[src/rtl/mux_pkg.sv]
// rtl/mux_pkg.sv - shared mode encodings and pointer helper for rr_arb_mux
//   MODE_FIXED / MODE_RR : values of the rr_arb_mux mode input
//   ptr_inc()            : round-robin pointer advance with wrap-around
package mux_pkg;

  localparam logic MODE_FIXED = 1'b0;
  localparam logic MODE_RR    = 1'b1;

  // Pointer moves to the channel after the one just served, wrapping to 0.
  function automatic int ptr_inc(input int g, input int n_ch);
    return (g == n_ch - 1) ? 0 : g + 1;
  endfunction

endpackage

[src/rtl/rr_arbiter.sv]
// rtl/rr_arbiter.sv - combinational round-robin grant selection
//   req     in   N_CH   request vector
//   ptr     in   CH_W   highest-priority channel this cycle
//   gnt_oh  out  N_CH   one-hot grant, zero when nothing is requested
//   gnt_idx out  CH_W   index of the granted channel (0 when no grant)
module rr_arbiter #(
  parameter int N_CH = 4,
  localparam int CH_W = $clog2(N_CH)
) (
  input  logic [N_CH-1:0] req,
  input  logic [CH_W-1:0] ptr,
  output logic [N_CH-1:0] gnt_oh,
  output logic [CH_W-1:0] gnt_idx
);

  // Two copies of req side by side let a linear scan starting at ptr
  // cover the wrap-around without any modulo arithmetic.
  logic [2*N_CH-1:0] req2;
  logic [CH_W:0]     idx;
  logic              found;

  assign req2 = {req, req};

  always_comb begin
    gnt_idx = '0;
    found   = 1'b0;
    idx     = '0;
    for (int i = 0; i < N_CH; i++) begin
      idx = {1'b0, ptr} + (CH_W+1)'(i);
      if (!found && req2[idx]) begin
        found   = 1'b1;
        gnt_idx = (idx >= (CH_W+1)'(N_CH)) ? CH_W'(idx - (CH_W+1)'(N_CH)) : CH_W'(idx);
      end
    end
  end

  always_comb begin
    gnt_oh = '0;
    for (int c = 0; c < N_CH; c++) begin
      gnt_oh[c] = found && (gnt_idx == CH_W'(c));
    end
  end

endmodule

[src/rtl/rr_arb_mux.sv]
// rtl/rr_arb_mux.sv - N-channel valid/ready mux with fixed or round-robin select
//   clk, rst   single clock, synchronous active-high reset
//   mode       0 = fixed (use sel), 1 = round-robin
//   sel        channel select in fixed mode
//   in_data    channel c at [c*W +: W]
//   in_valid   per-channel valid
//   in_ready   per-channel accept, one-hot or zero
//   out_data   registered output word
//   out_ch     source channel of out_data
//   out_valid  output register holds a word
//   out_ready  consumer accepts out_data
module rr_arb_mux
  import mux_pkg::*;
#(
  parameter int N_CH = 4,
  parameter int W    = 8,
  localparam int CH_W = $clog2(N_CH)
) (
  input  logic              clk,
  input  logic              rst,
  input  logic              mode,
  input  logic [CH_W-1:0]   sel,
  input  logic [N_CH*W-1:0] in_data,
  input  logic [N_CH-1:0]   in_valid,
  output logic [N_CH-1:0]   in_ready,
  output logic [W-1:0]      out_data,
  output logic [CH_W-1:0]   out_ch,
  output logic              out_valid,
  input  logic              out_ready
);

  logic [W-1:0]    out_data_q, out_data_d;
  logic [CH_W-1:0] out_ch_q, out_ch_d;
  logic            out_valid_q, out_valid_d;
  logic [CH_W-1:0] rr_ptr_q, rr_ptr_d;

  logic [N_CH-1:0] rr_gnt_oh;
  logic [CH_W-1:0] rr_gnt_idx;

  logic            load_en;
  logic            grant;
  logic [CH_W-1:0] g;
  logic [W-1:0]    g_data;
  logic            xfer;

  rr_arbiter #(.N_CH(N_CH)) u_arb (
    .req     (in_valid),
    .ptr     (rr_ptr_q),
    .gnt_oh  (rr_gnt_oh),
    .gnt_idx (rr_gnt_idx)
  );

  always_comb begin
    load_en = !out_valid_q || out_ready;
    grant   = 1'b0;
    g       = '0;
    if (mode == MODE_RR) begin
      grant = |rr_gnt_oh;
      g     = rr_gnt_idx;
    end else begin
      // Comparing against every legal index means a sel beyond N_CH-1
      // simply matches nothing and never grants.
      for (int c = 0; c < N_CH; c++) begin
        if (sel == CH_W'(c)) begin
          grant = in_valid[c];
          g     = sel;
        end
      end
    end
  end

  always_comb begin
    g_data   = '0;
    in_ready = '0;
    for (int c = 0; c < N_CH; c++) begin
      if (g == CH_W'(c)) begin
        g_data = in_data[c*W +: W];
      end
      in_ready[c] = !rst && load_en && grant && (g == CH_W'(c));
    end
  end

  // grant already implies in_valid[g], so only the ready side is needed here.
  assign xfer = grant && load_en;

  always_comb begin
    out_data_d  = out_data_q;
    out_ch_d    = out_ch_q;
    out_valid_d = out_valid_q;
    rr_ptr_d    = rr_ptr_q;
    if (load_en) begin
      if (xfer) begin
        out_data_d  = g_data;
        out_ch_d    = g;
        out_valid_d = 1'b1;
        if (mode == MODE_RR) begin
          rr_ptr_d = CH_W'(ptr_inc(int'(g), N_CH));
        end
      end else begin
        out_valid_d = 1'b0;
      end
    end
  end

  always_ff @(posedge clk) begin
    if (rst) begin
      out_data_q  <= '0;
      out_ch_q    <= '0;
      out_valid_q <= 1'b0;
      rr_ptr_q    <= '0;
    end else begin
      out_data_q  <= out_data_d;
      out_ch_q    <= out_ch_d;
      out_valid_q <= out_valid_d;
      rr_ptr_q    <= rr_ptr_d;
    end
  end

  assign out_data  = out_data_q;
  assign out_ch    = out_ch_q;
  assign out_valid = out_valid_q;

endmodule
[config.mk]
export PLATFORM = sky130hd
export DESIGN_NAME = rr_arb_mux
export DESIGN_NICKNAME = d
export VERILOG_FILES = /design/src/rtl/mux_pkg.sv /design/src/rtl/rr_arbiter.sv /design/src/rtl/rr_arb_mux.sv
export SDC_FILE = /design/constraint.sdc
export NUM_CORES = 1
export LEC_CHECK = 0
export CORE_MARGIN = 3
export CORE_UTILIZATION = 38
export CTS_CLUSTER_DIAMETER = 80
export DETAILED_ROUTE_END_ITERATION = 10
export GPL_ROUTABILITY_DRIVEN = 0
export HOLD_SLACK_MARGIN = 0.15
export PLACE_DENSITY = 0.83
export REMOVE_ABC_BUFFERS = 1
export SYNTH_ARGS = -nofsm -noshare
export SYNTH_HDL_FRONTEND = slang
export SYNTH_SLANG_ARGS = --single-unit
[constraint.sdc]
create_clock -name clk -period 3.6 [get_ports clk]
set_clock_uncertainty 0.1 [all_clocks]
set_input_delay 0.72 -clock clk [delete_from_list [all_inputs] [get_ports clk]]
set_output_delay 0.72 -clock clk [all_outputs]
set_load 0.05 [all_outputs]
Word-level counts from Yosys, hierarchy flattened. Cells that the tools add are included.

Bits in registers: 13. Input port bits: 42. Output and inout port bits: 15. Logic and storage cells: 92.

Add/sub/neg operators: 8. Magnitude comparators: 8. Equality and inequality tests: 10. Muxes and demuxes: 36. Reductions and logical operators: 26.

Operators by type and width (count): 8-bit 2-to-1 mux (4); 2-bit 2-to-1 mux (14); 1-bit logical AND (14); 1-bit 2-to-1 mux (14); 2-bit equality test, second input constant (6); 3-bit by 4-bit less-than comparator with 1-bit output, second input constant (3); 1-bit binary-select mux with 3-bit select (3); 3-bit greater-or-equal comparator, second input constant (3); 2-bit by 1-bit equality test with 1-bit output, second input constant (4); 2-bit by 1-bit subtractor with 2-bit output, second input constant (4); 2-bit by 2-bit adder with 3-bit output, second input constant (2); 2-bit zero test (3); 1-bit zero test (5); 2-bit by 4-bit less-than comparator with 1-bit output, second input constant (1); 4-bit OR reduction (1); 2-bit by 1-bit adder with 3-bit output, second input constant (1); 2-bit by 3-bit greater-or-equal comparator with 1-bit output, second input constant (1); 3-bit AND reduction (1); 2-bit by 1-bit adder with 2-bit output, second input constant (1); 1-bit binary-select mux with 2-bit select (1); 2-bit AND reduction (1); 1-bit logical OR (1).

Logic depth before layout (Yosys ltp).
Depth in word-level cells: 18. Depth in mapped cells: 11.

Cells and area by module. Synthesis repeated with hierarchy kept, for this count alone.

Cell total of the unflattened synthesis: 133. Area, all modules: 1136.1 um^2.

By module, submodules not included: rr_arb_mux (instances 1, cells an instance 102, area each 938.4 um^2, sequential area each 260.2 um^2); rr_arbiter (instances 1, cells an instance 31, area each 197.7 um^2, sequential area each 0.0 um^2).

Worst setup path before layout. OpenSTA, ideal clock, no wires.

Kind: input port to output port. From: input port in_valid[0]. To: output port in_ready[3]. Arrival: 2.914 ns. Setup slack: -0.134 ns. Cell stages on the path: 9. Path buffers: 2. Path through: or3b_2 -> o211ai_1 -> a211oi_4 -> inv_2 -> ha_1 -> clkbuf_1 -> clkbuf_1 -> inv_1 -> nor2_1.

Elaborated cells on any way between the ends: 40. Those cells by class: 4 x eq/ne; 22 x mux; 14 x reduce/logical.

RTL lines: start: declaration (line rr_arb_mux.sv:24) `input logic [N_CH-1:0] in_valid,`; 1-bit binary-select mux with 2-bit select (line rr_arbiter.sv:30) `if (!found && req2[idx]) begin`; 1-bit 2-to-1 mux (not written as such) (line rr_arbiter.sv:30); 1-bit 2-to-1 mux (line rr_arbiter.sv:30); 1-bit zero test (line rr_arbiter.sv:30); 1-bit logical AND (line rr_arbiter.sv:30); 1-bit 2-to-1 mux (line rr_arbiter.sv:30); 1-bit zero test (line rr_arbiter.sv:30); 1-bit logical AND (line rr_arbiter.sv:30); 1-bit 2-to-1 mux (line rr_arbiter.sv:30); 1-bit zero test (line rr_arbiter.sv:30); 1-bit logical AND (line rr_arbiter.sv:30); 2-bit 2-to-1 mux (*) (line rr_arbiter.sv:30); 2-bit 2-to-1 mux (*) (line rr_arb_mux.sv:57) `if (mode == MODE_RR) begin`; via g[0] (line rr_arb_mux.sv:42) `logic [CH_W-1:0] g;`; 2-bit equality test (*) (line rr_arb_mux.sv:79) `in_ready[c] = !rst && load_en && grant && (g == CH_W'(c));`; 1-bit logical AND (*) (line rr_arb_mux.sv:79); end: declaration (line rr_arb_mux.sv:25) `output logic [N_CH-1:0] in_ready,`.

The timed path passes the listed nets; every way through them passes the cells marked *. The select of a mux whose other input is x is not followed.

Final worst setup path.
From: input port in_valid[1]. To: output port in_ready[0].

Word-level cells in the longest chain between the ends: 18. Elaborated cells on any way between the ends: 39. Those cells by class: 3 x eq/ne; 21 x mux; 15 x reduce/logical.

RTL lines: 1-bit binary-select mux with 2-bit select (line rr_arbiter.sv:30); 1-bit 2-to-1 mux (not written as such) (line rr_arbiter.sv:30); 1-bit 2-to-1 mux (line rr_arbiter.sv:30); 1-bit zero test (line rr_arbiter.sv:30); 1-bit logical AND (line rr_arbiter.sv:30); 1-bit 2-to-1 mux (line rr_arbiter.sv:30); 1-bit zero test (line rr_arbiter.sv:30); 1-bit logical AND (line rr_arbiter.sv:30); [... 2 more ...]; 1-bit logical AND (line rr_arbiter.sv:30); 2-bit 2-to-1 mux (line rr_arbiter.sv:30); 2-bit by 1-bit equality test with 1-bit output (tied with other cells) (line rr_arbiter.sv:40) `gnt_oh[c] = found && (gnt_idx == CH_W'(c));`; 1-bit logical AND (line rr_arbiter.sv:40); 4-bit OR reduction (line rr_arb_mux.sv:58) `grant = |rr_gnt_oh;`; 1-bit 2-to-1 mux (line rr_arb_mux.sv:57); 1-bit logical AND (line rr_arb_mux.sv:79); 1-bit logical AND (*) (line rr_arb_mux.sv:79).

Every way passes the cells marked *; elsewhere a longest branch is shown, timed or not. The select of a mux whose other input is x is not followed.

==> flow_metrics.py <==
metrics = {
    "status": {
        "status": "finished, final reports clean",
    },
    "clock_tree": {
        "cts_tree": "done",
        "clock_latency_ns": 0.28,
        "ctsHtreeMaxLevel": 1,
        "root_buffer": "clkbuf_4",
        "cts_buffers": 3,
        "clk_pin_slew_ns": 0.08,
        "ctsHoldBuffers": 0,
        "max-clock-path-buffers": 2,
        "cts.sinks": 13,
    },
    "floorplanning": {
        "die_area_um2": 3300,
        "core-area_um2": 2500,
        "die_h_um": 57.5,
        "fp.dieW_um": 57.5,
        "pin_count": 57,
        "rows": 18,
        "initial_core_util_pct": 40.3,
    },
    "power_and_ir_drop": {
        "p_leak_nw": 0.651,
        "ir_drop_mv": 0.228,
        "power.total_mw": 0.596,
        "power_density_nw_per_um2": 342,
    },
    "sta": {
        "worst_pin_slew_ns": 0.665,
        "fmax_mhz": 285,
        "report.final.slew_viol_count": 0,
        "finalWorstSetupSlack_ns": 0.0886,
        "period_share_pct": 97.5,
        "finalSetupTns_ns": 0,
        "finalSetupViolations": 0,
        "slew_headroom_pct": 55.5,
        "timing_hold_violations_final": 0,
        "final.min_clock_period_ns": 3.51,
    },
    "global_routing": {
        "antenna_found_initial": 0,
        "first_global_vias": 1240,
        "overflow": 0,
        "grt_max_degree": 18,
        "track_usage_pct": 21.5,
        "grt_pass1_wl_mm": 5.68,
    },
    "drt": {
        "via_count": 1228,
        "top_layer_used": "met4",
        "wl_met2_mm": 1.77,
        "drcViolationCount": 0,
        "routed_via_density": 5.74,
        "drt-initial-drc-count": 37,
        "firstDrtPassIters": 4,
        "wl_met3_um": 206,
        "wl_per_cell_um": 16.4,
        "finalWirelength_mm": 3.52,
        "m1WireLength_mm": 1.44,
        "final_antenna_net_count": 0,
    },
    "synthesis": {
        "synth.avg_cell_area_um2": 8.12,
        "synth_cell_types": 38,
        "netlist_area_um2": 1010,
        "synth_seq_cells": 13,
        "ys_warn_count": 0,
        "yosysSeqAreaShare_pct": 25.8,
        "synth_top_area_share_pct": 25.8,
        "async_flop_share_pct": 0,
        "synth_edf_count": 0,
        "synth_ff_type": "dfxtp_1",
        "syn_inst": 124,
        "synth_area_leaders": "dfxtp_1 26%, a221oi_1 6.1%, o31a_1 6.1%, a211oi_1 6.0%, nor2_1 5.6%",
        "synth_top_cell_by_area": "dfxtp_1",
    },
    "critical_path": {
        "cpMaxStageDelayCell": "or4_1",
        "reg2reg_from": "rr_ptr_q[1]",
        "r2r_cells": 10,
        "reg2reg_slack_ns": 0.86,
        "crit_chain": "clkdlybuf4s50_1 -> buf_4 -> or4_1 -> mux2i_1 -> or3_4 -> nor2_2 -> buf_12",
        "critPathKind": "input pin to primary output",
        "rr_endpoint": "out_data[6]",
        "cp.required_ns": 2.78,
        "worstPathMaxFanout": 6,
        "max_stage_delay_ns": 0.55,
        "cp.arrival_ns": 2.69,
        "startpoint_type": "input pin",
        "cp-end-kind": "primary output",
    },
    "final_layout": {
        "drive_gt1_share_pct": 17.4,
        "syn2layout_area_growth_pct": 73.3,
        "final_common_cell": "clkdlybuf4s50_1",
        "fin_util_pct": 69.8,
        "final_cell_mix": "50 x clkdlybuf4s50_1, 13 x dfxtp_1, 11 x nor2_1",
        "antenna_cells": 0,
        "fin_cells": 214,
        "final_nets": 231,
    },
    "placement": {
        "port_buffers": 56,
        "preCtsSetupSlack_ns": 0.0102,
        "dp_hpwl_mm": 2.69,
        "dp_cells": 210,
    },
    "min_path": {
        "hp-start": "out_data[7]",
        "holdPathStages": 2,
        "hold_path.class": "register to register",
        "holdPathEnd": "out_data[7]",
    },
    "run": {
        "max-cap-violations": 0,
    },
}
==> flip-flops by register name, summed over array words and instances (netlist names) <==
register	cells
out_valid	1
out_data	8
rr_ptr_q	2
out_ch	2
==> power breakdown <==
group / total [mW] / internal (mW) / switching [mW] / leakage, nW
Combinational: 0.325 / 0.150 / 0.175 / 0.528
Clock: 0.0926 / 0.0431 / 0.0495 / 0.0150
Sequential: 0.179 / 0.163 / 0.0162 / 0.108
==> through the flow <==
stage | area, µm² | hold slack (ns)
floorplan | 971 | 0.432
global placement | 1680 | 0.389
detailed placement | 1680 | 0.402
CTS | 1700 | 0.418
global route | 1750 | 0.460
finish | 1750 | 0.434
==> routing by layer <==
layer,track usage [%],vias to the layer above
li1,-,589
met1,27.1,573
met2,35.3,53
met3,3.39,13
met4,10.6,0
met5,0,-
==> cell families (layout without fill, tap and decap cells) <==
group / count (synthesis) / count (layout) / share of synthesized area, %
buf+inv: 15 / 75 / 5.84
compound gates: 45 / 45 / 35.4
mux: 4 / 4 / 5.34
fa+ha+maj: 4 / 4 / 4.97
simple gates: 43 / 43 / 22.6
flops: 13 / 13 / 25.8
==> critical path, delay by kind of cell <==
| family | cells | cell delay, ns |
|---|---|---|
| muxes | 1 | 0.28 |
| buffers and inverters | 3 | 0.80 |
| and+or+nand+nor | 3 | 0.89 |
==> what timing repair did <==
action                     in CTS  in global routing
setup buffers                   0                  0
pin swaps                       0                  1
resized for setup               2                 13
setup endpoints to repair       2                  4
gates cloned                    0                  0
==> cells in the mapped netlist, types with 2 or more instances <==
library cell  number
a21boi_0           2
mux2i_1            2
dfxtp_1           13
inv_1              4
ha_1               4
o31a_1             7
a21oi_1           10
nor2b_1            6
a211oi_1           8
a221oi_1           7
clkbuf_1           7
nand2b_1           3
nand3b_1           3
o22ai_1            2
nand2_1            8
buf_2              2
nor2_1            15
==> cell type report <==
| cell class | instances | area (µm²) |
|---|---|---|
| timing repair buffer | 65 | 669 |
| sequential | 13 | 260 |
| fill | 215 | 754 |
| inverter | 6 | 22.5 |
| multi-input combinational | 96 | 729 |
| clock buffer | 4 | 26.3 |
| tap | 30 | 37.5 |
==> worst max path at each step <==
| stage | slack (ns) | endpoint | start |
|---|---|---|---|
| 2_1_floorplan | 0.03 | in_ready[2] | in_valid[1] |
| 3_3_place_gp | 0.09 | in_ready[1] | in_valid[3] |
| 3_5_place_dp | 0.01 | in_ready[2] | in_valid[1] |
| 4_1_cts | 0.03 | in_ready[0] | in_valid[1] |
| 5_1_grt | -0.03 | in_ready[0] | in_valid[1] |
| 6_report | 0.09 | in_ready[0] | in_valid[1] |
Power figures use the tool's default switching activity.
